$ cat config.mk
export PLATFORM = sky130hd
export DESIGN_NAME = ram_input_sequencer_flat
export DESIGN_NICKNAME = d
export VERILOG_FILES = /design/src/rtl/ram_input_sequencer_if.sv /design/src/rtl/ram_input_sequencer.sv /design/src/flat_wrapper.sv
export SDC_FILE = /design/constraint.sdc
export NUM_CORES = 1
export LEC_CHECK = 0
export ABC_AREA = 1
export CAP_MARGIN = 20
export CORE_ASPECT_RATIO = 0.5
export CORE_UTILIZATION = 45
export CTS_CLUSTER_SIZE = 8
export DETAILED_ROUTE_END_ITERATION = 8
export HOLD_SLACK_MARGIN = 0.03
export PLACE_DENSITY = 0.77
export SLEW_MARGIN = 15
export SYNTH_ARGS = -nofsm -noshare
export SYNTH_HDL_FRONTEND = slang
export SYNTH_SLANG_ARGS = --single-unit
$ cat constraint.sdc
create_clock -name clk -period 3.5 [get_ports clk]
set_clock_uncertainty 0.05 [all_clocks]
set_input_delay 0.525 -clock clk [delete_from_list [all_inputs] [get_ports clk]]
set_output_delay 0.525 -clock clk [all_outputs]
set_load 0.02 [all_outputs]
$ cat src/rtl/ram_input_sequencer_if.sv
// Bus bundle between the input sequencer and its peers: loader handshake, RAM port
// and the bit stream toward the hidden-unit MAC array.
interface ram_input_sequencer_if #(
    parameter int unsigned ADDR_W = 10
) ();
    logic              load_start;
    logic              load_valid;
    logic              load_data;
    logic              load_ready;
    logic              load_done;
    logic              comp_start;
    logic [ADDR_W-1:0] ram_addr;
    logic              ram_we;
    logic              ram_data;
    logic              ram_q;
    logic              in_bit;
    logic              in_valid;
    logic              in_last;
    logic [7:0]        pass_idx;
    logic              comp_done;
    logic              busy;
    logic [ADDR_W:0]   load_popcount;

    // Sequencer side.
    modport master (
        input  load_start, load_valid, load_data, comp_start, ram_q,
        output load_ready, load_done, ram_addr, ram_we, ram_data,
               in_bit, in_valid, in_last, pass_idx, comp_done, busy, load_popcount
    );

    // Loader / RAM / MAC-array side.
    modport slave (
        output load_start, load_valid, load_data, comp_start, ram_q,
        input  load_ready, load_done, ram_addr, ram_we, ram_data,
               in_bit, in_valid, in_last, pass_idx, comp_done, busy, load_popcount
    );
endinterface

$ cat src/rtl/ram_input_sequencer.sv
// Arbitrates the single address port of the 1-bit input-vector RAM between a serial loader
// and repeated full-vector compute sweeps. Define RAM_SEQ_POPCOUNT_EN to count loaded 1-bits.
module ram_input_sequencer #(
    parameter int unsigned ADDR_W     = 10,
    parameter int unsigned NUM_INPUTS = 784,
    parameter int unsigned NUM_PASSES = 32
) (
    input  logic                       clk,
    input  logic                       rst,
    ram_input_sequencer_if.master      bus
);
    typedef enum logic [2:0] {StIdle, StLoad, StDoneL, StRead, StDrain} state_e;

    localparam logic [ADDR_W-1:0] LastAddr = ADDR_W'(NUM_INPUTS - 1);
    localparam logic [7:0]        LastPass = 8'(NUM_PASSES - 1);

    state_e            state_q, state_d;
    logic [ADDR_W-1:0] wr_ptr_q, wr_ptr_d;
    logic [ADDR_W-1:0] rd_ptr_q, rd_ptr_d;
    logic [7:0]        pass_q, pass_d;
    logic              comp_pending_q, comp_pending_d;
    logic              rd_valid_q, rd_valid_d;
    logic              rd_last_q, rd_last_d;
    logic              rd_final_q, rd_final_d;
    logic [7:0]        rd_pass_q, rd_pass_d;

    always_comb begin
        state_d        = state_q;
        wr_ptr_d       = wr_ptr_q;
        rd_ptr_d       = rd_ptr_q;
        pass_d         = pass_q;
        comp_pending_d = comp_pending_q;
        rd_valid_d     = 1'b0;
        rd_last_d      = 1'b0;
        rd_final_d     = 1'b0;
        rd_pass_d      = 8'd0;
        bus.ram_addr   = '0;
        bus.ram_we     = 1'b0;
        bus.ram_data   = 1'b0;
        bus.load_ready = 1'b0;
        bus.load_done  = 1'b0;

        // Requests arriving while busy coalesce into a single deferred sweep.
        if (bus.comp_start && state_q != StIdle) begin
            comp_pending_d = 1'b1;
        end

        case (state_q)
            StIdle: begin
                if (bus.load_start) begin
                    state_d  = StLoad;
                    wr_ptr_d = '0;
                    if (bus.comp_start) begin
                        comp_pending_d = 1'b1;
                    end
                end else if (bus.comp_start || comp_pending_q) begin
                    state_d        = StRead;
                    rd_ptr_d       = '0;
                    pass_d         = 8'd0;
                    comp_pending_d = 1'b0;
                end
            end
            StLoad: begin
                bus.load_ready = 1'b1;
                bus.ram_addr   = wr_ptr_q;
                if (bus.load_valid) begin
                    bus.ram_we   = 1'b1;
                    bus.ram_data = bus.load_data;
                    if (wr_ptr_q == LastAddr) begin
                        wr_ptr_d = '0;
                        state_d  = StDoneL;
                    end else begin
                        wr_ptr_d = wr_ptr_q + 1'b1;
                    end
                end
            end
            StDoneL: begin
                bus.load_done = 1'b1;
                state_d       = StIdle;
            end
            StRead: begin
                bus.ram_addr = rd_ptr_q;
                rd_valid_d   = 1'b1;
                rd_pass_d    = pass_q;
                rd_last_d    = (rd_ptr_q == LastAddr);
                rd_final_d   = rd_last_d && (pass_q == LastPass);
                if (rd_ptr_q == LastAddr) begin
                    rd_ptr_d = '0;
                    if (pass_q == LastPass) begin
                        pass_d  = 8'd0;
                        state_d = StDrain;
                    end else begin
                        pass_d = pass_q + 8'd1;
                    end
                end else begin
                    rd_ptr_d = rd_ptr_q + 1'b1;
                end
            end
            StDrain: begin
                state_d = StIdle;
            end
            default: begin
                state_d = StIdle;
            end
        endcase
    end

    always_ff @(posedge clk or posedge rst) begin
        if (rst) begin
            state_q        <= StIdle;
            wr_ptr_q       <= '0;
            rd_ptr_q       <= '0;
            pass_q         <= 8'd0;
            comp_pending_q <= 1'b0;
            rd_valid_q     <= 1'b0;
            rd_last_q      <= 1'b0;
            rd_final_q     <= 1'b0;
            rd_pass_q      <= 8'd0;
        end else begin
            state_q        <= state_d;
            wr_ptr_q       <= wr_ptr_d;
            rd_ptr_q       <= rd_ptr_d;
            pass_q         <= pass_d;
            comp_pending_q <= comp_pending_d;
            rd_valid_q     <= rd_valid_d;
            rd_last_q      <= rd_last_d;
            rd_final_q     <= rd_final_d;
            rd_pass_q      <= rd_pass_d;
        end
    end

    // The RAM answers one cycle after the address, so stream flags ride a matching register.
    assign bus.in_valid  = rd_valid_q;
    assign bus.in_bit    = rd_valid_q & bus.ram_q;
    assign bus.in_last   = rd_last_q;
    assign bus.comp_done = rd_final_q;
    assign bus.pass_idx  = rd_pass_q;
    assign bus.busy      = (state_q != StIdle);

`ifdef RAM_SEQ_POPCOUNT_EN
    logic [ADDR_W:0] pop_q;

    always_ff @(posedge clk or posedge rst) begin
        if (rst) begin
            pop_q <= '0;
        end else if (state_q == StIdle && bus.load_start) begin
            pop_q <= '0;
        end else if (state_q == StLoad && bus.load_valid && bus.load_data) begin
            pop_q <= pop_q + (ADDR_W + 1)'(1);
        end
    end

    assign bus.load_popcount = pop_q;
`else
    assign bus.load_popcount = '0;
`endif
endmodule

$ cat src/flat_wrapper.sv
// flat-port wrapper written by rule: the top's interface ports become plain ports
module ram_input_sequencer_flat 
#(
    parameter int unsigned ADDR_W     = 10,
    parameter int unsigned NUM_INPUTS = 784,
    parameter int unsigned NUM_PASSES = 32
)
  (clk, rst, bus_load_start, bus_load_valid, bus_load_data, bus_comp_start, bus_ram_q, bus_load_ready, bus_load_done, bus_ram_addr, bus_ram_we, bus_ram_data, bus_in_bit, bus_in_valid, bus_in_last, bus_pass_idx, bus_comp_done, bus_busy, bus_load_popcount);
  ram_input_sequencer_if #(.ADDR_W(ADDR_W)) bus_i ();
  input  logic clk;
  input  logic rst;
  input wire logic [$bits(bus_i.load_start)-1:0] bus_load_start;
  input wire logic [$bits(bus_i.load_valid)-1:0] bus_load_valid;
  input wire logic [$bits(bus_i.load_data)-1:0] bus_load_data;
  input wire logic [$bits(bus_i.comp_start)-1:0] bus_comp_start;
  input wire logic [$bits(bus_i.ram_q)-1:0] bus_ram_q;
  output wire logic [$bits(bus_i.load_ready)-1:0] bus_load_ready;
  output wire logic [$bits(bus_i.load_done)-1:0] bus_load_done;
  output wire logic [$bits(bus_i.ram_addr)-1:0] bus_ram_addr;
  output wire logic [$bits(bus_i.ram_we)-1:0] bus_ram_we;
  output wire logic [$bits(bus_i.ram_data)-1:0] bus_ram_data;
  output wire logic [$bits(bus_i.in_bit)-1:0] bus_in_bit;
  output wire logic [$bits(bus_i.in_valid)-1:0] bus_in_valid;
  output wire logic [$bits(bus_i.in_last)-1:0] bus_in_last;
  output wire logic [$bits(bus_i.pass_idx)-1:0] bus_pass_idx;
  output wire logic [$bits(bus_i.comp_done)-1:0] bus_comp_done;
  output wire logic [$bits(bus_i.busy)-1:0] bus_busy;
  output wire logic [$bits(bus_i.load_popcount)-1:0] bus_load_popcount;
  assign bus_i.load_start = bus_load_start;
  assign bus_i.load_valid = bus_load_valid;
  assign bus_i.load_data = bus_load_data;
  assign bus_i.comp_start = bus_comp_start;
  assign bus_i.ram_q = bus_ram_q;
  assign bus_load_ready = bus_i.load_ready;
  assign bus_load_done = bus_i.load_done;
  assign bus_ram_addr = bus_i.ram_addr;
  assign bus_ram_we = bus_i.ram_we;
  assign bus_ram_data = bus_i.ram_data;
  assign bus_in_bit = bus_i.in_bit;
  assign bus_in_valid = bus_i.in_valid;
  assign bus_in_last = bus_i.in_last;
  assign bus_pass_idx = bus_i.pass_idx;
  assign bus_comp_done = bus_i.comp_done;
  assign bus_busy = bus_i.busy;
  assign bus_load_popcount = bus_i.load_popcount;
  ram_input_sequencer #(.ADDR_W(ADDR_W), .NUM_INPUTS(NUM_INPUTS), .NUM_PASSES(NUM_PASSES)) u_core (.clk(clk), .rst(rst), .bus(bus_i));
endmodule
Yosys cells after proc, flatten, opt, wreduce, memory -nomap -nowiden:

Index checks and enable logic that the tools add are counted.

* add/subtract/negate cells: 3
* multipliers: 0
* div/mod/pow operators: 0
* order comparisons: 0
* equality and inequality tests: 14
* shifts and indexed selects: 0
* mux-type cells: 36
* bitwise logic cells: 1
* reductions and logical operators: 11

Operators with widths (number)
* $mux 10: 6
* $pmux 10 s2: 3
* $mux 8: 5
* $add 10x1->10 const B: 2
* $eq 10x10->1 const B: 2
* $mux 3: 6
* $pmux 8 s2: 1
* $mux 1: 14
* $pmux 3 s3: 1
* $add 8x1->8 const B: 1
* $eq 8x5->1 const B: 1
* $ne 2x1->1 const B: 4
* $eq 3x2->1 const B: 2
* $ne 2x2->1 const B: 3
* $reduce_and 3->1: 2
* $reduce_and 5->1: 1
* $reduce_and 4->1: 1
* $reduce_bool 2->1: 2
* $eq 3x1->1 const B: 1
* $logic_not 3->1: 1
* $ne 3x2->1 const B: 1
* $reduce_bool 3->1: 1
* $logic_and 1x1->1: 2
* $and 1x1->1: 1
* $logic_or 1x1->1: 1

* bits in registers: 43
* bits in latches: 0
* memory bits (writable): 0
* ROM bits: 0
* bits of input ports: 7
* output and inout bits: 38
* word-level logic and storage cells: 74
* memories: 0

Depth between registers and ports, before layout:

* word-level depth: 6
* gate-level depth with buffers: 10
* gate-level depth less buffers: 9

Least setup slack after synthesis:

No wires, ideal clock.

* path kind: register -> output
* from: reg u_core.state_q[2]
* to: out bus_ram_addr[3]
* arrival: 1.368 ns
* required time: 2.925 ns
* setup slack: 1.557 ns
* cell stages (with the launch flop): 6
* path buffers: 2
* path through: dfrtp_1 > nor2_2 > nand2_2 > buf_6 > buf_6 > o21ai_0

* cells in the longest elaborated chain, start to end: 2
* elaborated cells between the ends (all ways): 3
* classes of those cells: eq/ne (2); mux (1)

RTL lines
* from (decl): RTL line ram_input_sequencer.sv:17 `state_e state_q, state_d;`
* from (signal assigned): RTL line ram_input_sequencer.sv:110 `state_q <= StIdle;`
* from (signal assigned): RTL line ram_input_sequencer.sv:120 `state_q <= state_d;`
* $eq 3x2->1 / $eq 3x1->1 (equally long branches): RTL line ram_input_sequencer.sv:48 `case (state_q)`
* $pmux 10 s2 *: RTL line ram_input_sequencer.sv:48
* to (decl): RTL line flat_wrapper.sv:19 `output wire logic [$bits(bus_i.ram_addr)-1:0] bus_ram_addr;`

Mark *: on every way between the ends. The rest lies on a longest branch, timed or not.

Worst setup path after layout:

* from: reg u_core.state_q[2]
* to: out bus_ram_addr[2]

Same word-level chain as after synthesis.

==> impl_results.md <==
* Setup crit end kind: output pin
* Layout area overhead at 18.1%
* Initial antenna violation count at 0
* Worst-path maximum fanout at 30
* DRC at 0
* Starting DRT DRC Count at 91
* IO Port Bufs at 33
* CTS sink count at 43
* Post_cts resized at 0
* Core ar. at 0.00552 sq mm
* Largest net degree at the start of global routing at 33
* Max-slew violation count at 0
* Max IR drop VDD at 221 uV
* Combinational family with the most area after synthesis: simple AND/OR/NAND/NOR gates
* Vias in the first global route at 1962
* Clock network power share at 0.447
* Comb pwr share at 0.069
* TritonCTS Buffers at 5
* Hold Crit Class: in -> async
* Post-layout minimum cycle time at 2900 ps
* Leakage at 1.51 nW
* DRT Pass-1 Iters at 5
* CTS tree: yes
* Post-Syn Area at 0.00260 sq mm
* Max frequency at 344 MHz
* Die area at 0.00610 sq mm
* Unrepaired setup endpoints after global routing: no
* Final hold violation count at 0
* Crit Path Class: reg -> out
* Die Span X at 109 um
* Share of layout cells above drive strength 1 at 0.0879
* Count of final setup violators at 0
* DRT antenna net count at 0
* Worst-Margin Slew at 625 ps
* Placed inst area at 0.00291 sq mm
* Final non-filler cell total at 460
* Outcome: finished, final reports clean
* Switching power at 0.249 mW
* Total Power at 1.07 mW
* Sequential fraction of the synthesis area at 0.414
* Layout Utilization at 0.556
* Setup WS pre-CTS at 889 ps
* Antenna diode count at 0
* CP startpoint kind: flop
* Tot GR Track Use at 0.188
* Initial Utilization at 0.471
* Adder-Cell Fraction of Synth Area at 0.0144
* Power Density at 347 mW/mm^2
* Xor/xnor cell area share of the yosys netlist at 0.00337
* Detailed Route WL at 5.39 mm
* First-pass GRT wire length at 8.98 mm
* Post-Synth Simple-Gate Area at 0.341
* Syn_area_per_cell at 7.36 sq um
* Worst path slowest cell: clkdlybuf4s50_1
* Crit-path cells: nor2_2 > nand2_2 > inv_2 > nand2_1 > o21ai_0 > clkdlybuf4s50_1
* H-Tree Depth at 2
* CP max stage delay at 630 ps
* Multiplexer area fraction after synthesis at 0
* Reg power frac at 0.484
* Final period utilization at 0.830
* Crit path max-delay family: buffers and inverters
* Reg clk slew, reported paths at 60 ps
* Per-cell routed wire length at 11.7 um
* CTS max path bufs at 2
* Postcts setup bufs at 0
* Hold slack at 435 ps
* Commonest non-fill, non-tap cell in the layout: nand2_1
* Hold_buf cts at 0
* Synth cell types at 29
* WP data arrival at 2330 ps
* Worst path required time at 2920 ps
* Die Ht at 55.7 um
* Setup tns final at 0 ps
* Total grt overflow at 0
* Avg Vias per Cell at 4.99
* Cells after synthesis at 353
* Via count at 2294
* Clk root buf: clkbuf_16
* Final setup margin at 596 ps
* Nets at 396
* Internal power at 0.818 mW
* Sw Ratio at 0.233
* Io pins at 45
* Dpl cells at 452
* Max capacitance violation total at 0
* Synthesis-stage register bit count at 43
* Dpl hpwl at 3.94 mm
* Yosys warnings at 0
* CP Buf/Inv Count at 2
* Worst-Skew Late Latency at 280 ps
* Post-synthesis compound-gate area fraction at 0.0876
* Leading cell types in the layout, fill and taps excluded: 86 x nand2_1, 47 x inv_1, 43 x dfrtp_1
* Cell area after layout at 0.00307 sq mm
* RePlAce Congestion at 0.882
* Cell Rows at 19
* Rel. slew slack at 0.582
-- layout make-up --
class                   count  area, sq um
repair buffers             34          338
multi-input cells         247         1200
fillers                   521         2450
flip-flops and latches     43         1080
clock inverters             2         16.3
inverters                  55          206
clock buffers               6          139
well taps                  73         91.3
-- cells by family (layout without fill, tap and decap cells) --
| kind of cell | after synthesis | after routing |
|---|---|---|
| buffers and inverters | 73 | 97 |
| AND/OR/NAND/NOR | 192 | 192 |
| flip-flops | 43 | 43 |
| other | 1 | 11 |
| XOR/XNOR | 1 | 1 |
| AO/OA/AOI/OAI | 40 | 40 |
| adder cells (fa/ha/maj) | 3 | 3 |
-- state kept, by name, indices dropped and copies added (netlist names) --
signal	count
u_core.bus.in_valid	1
u_core.bus.in_last	1
u_core.pass_q	8
u_core.rd_ptr_q	10
u_core.bus.pass_idx	8
u_core.bus.comp_done	1
u_core.comp_pending_q	1
u_core.wr_ptr_q	10
u_core.state_q	3
-- cells in the mapped netlist, drive strengths merged --
master,instances,area [sq um]
o21ai,28,151
nand2,94,383
conb,1,3.75
dfrtp,43,1080
nand3,28,140
clkbuf,1,3.75
nor3b,1,7.51
buf,17,148
nor2,47,228
nor3,7,35.0
o22ai,7,43.8
a21oi,2,10.0
nand4,15,93.8
o21bai,1,7.51
xnor2,1,8.76
inv,55,206
o31ai,2,15.0
ha,3,37.5
-- worst reg2reg max path, stage by stage, from the launching register on --
cell and delay [ps]:
dfrtp_1 410, inv_2 80, nor2_2 40, nand2_2 470, inv_2 250, nand2_1 160, nand2_1 100, o21bai_1 160
nand2_1 70
-- final timing paths --
check / from / end / slack (ps) / cells after the start
max in group asynchronous: rst / u_core.rd_ptr_q[3] / 2260 / 3
worst min register to register: u_core.rd_ptr_q[9] / u_core.rd_ptr_q[9] / 490 / 2
worst max register to register: u_core.state_q[1] / u_core.state_q[0] / 1620 / 8
worst max-delay path: u_core.state_q[2] / bus_ram_addr[2] / 600 / 6
worst min-delay path: rst / u_core.pass_q[4] / 430 / 2
min in group clk: u_core.rd_ptr_q[9] / u_core.rd_ptr_q[9] / 490 / 2
-- power groups by stage --
stage          sequential (mW)  clock (mW)  combinational [mW]
6_report                 0.516       0.477              0.0737
5_1_grt                  0.517       0.510              0.0835
4_1_cts                  0.516       0.485              0.0748
3_5_place_dp             0.525           0              0.0745
3_3_place_gp             0.525           0              0.0742
2_1_floorplan            0.528           0              0.0552
-- per-layer routing --
layer / track usage / part of all wire
met5: 0 / 0
met4: 0.0324 / 0.0026
met3: 0.0386 / 0.057
met2: 0.304 / 0.47
met1: 0.266 / 0.47
No activity file was read; power rests on OpenSTA's default activity.
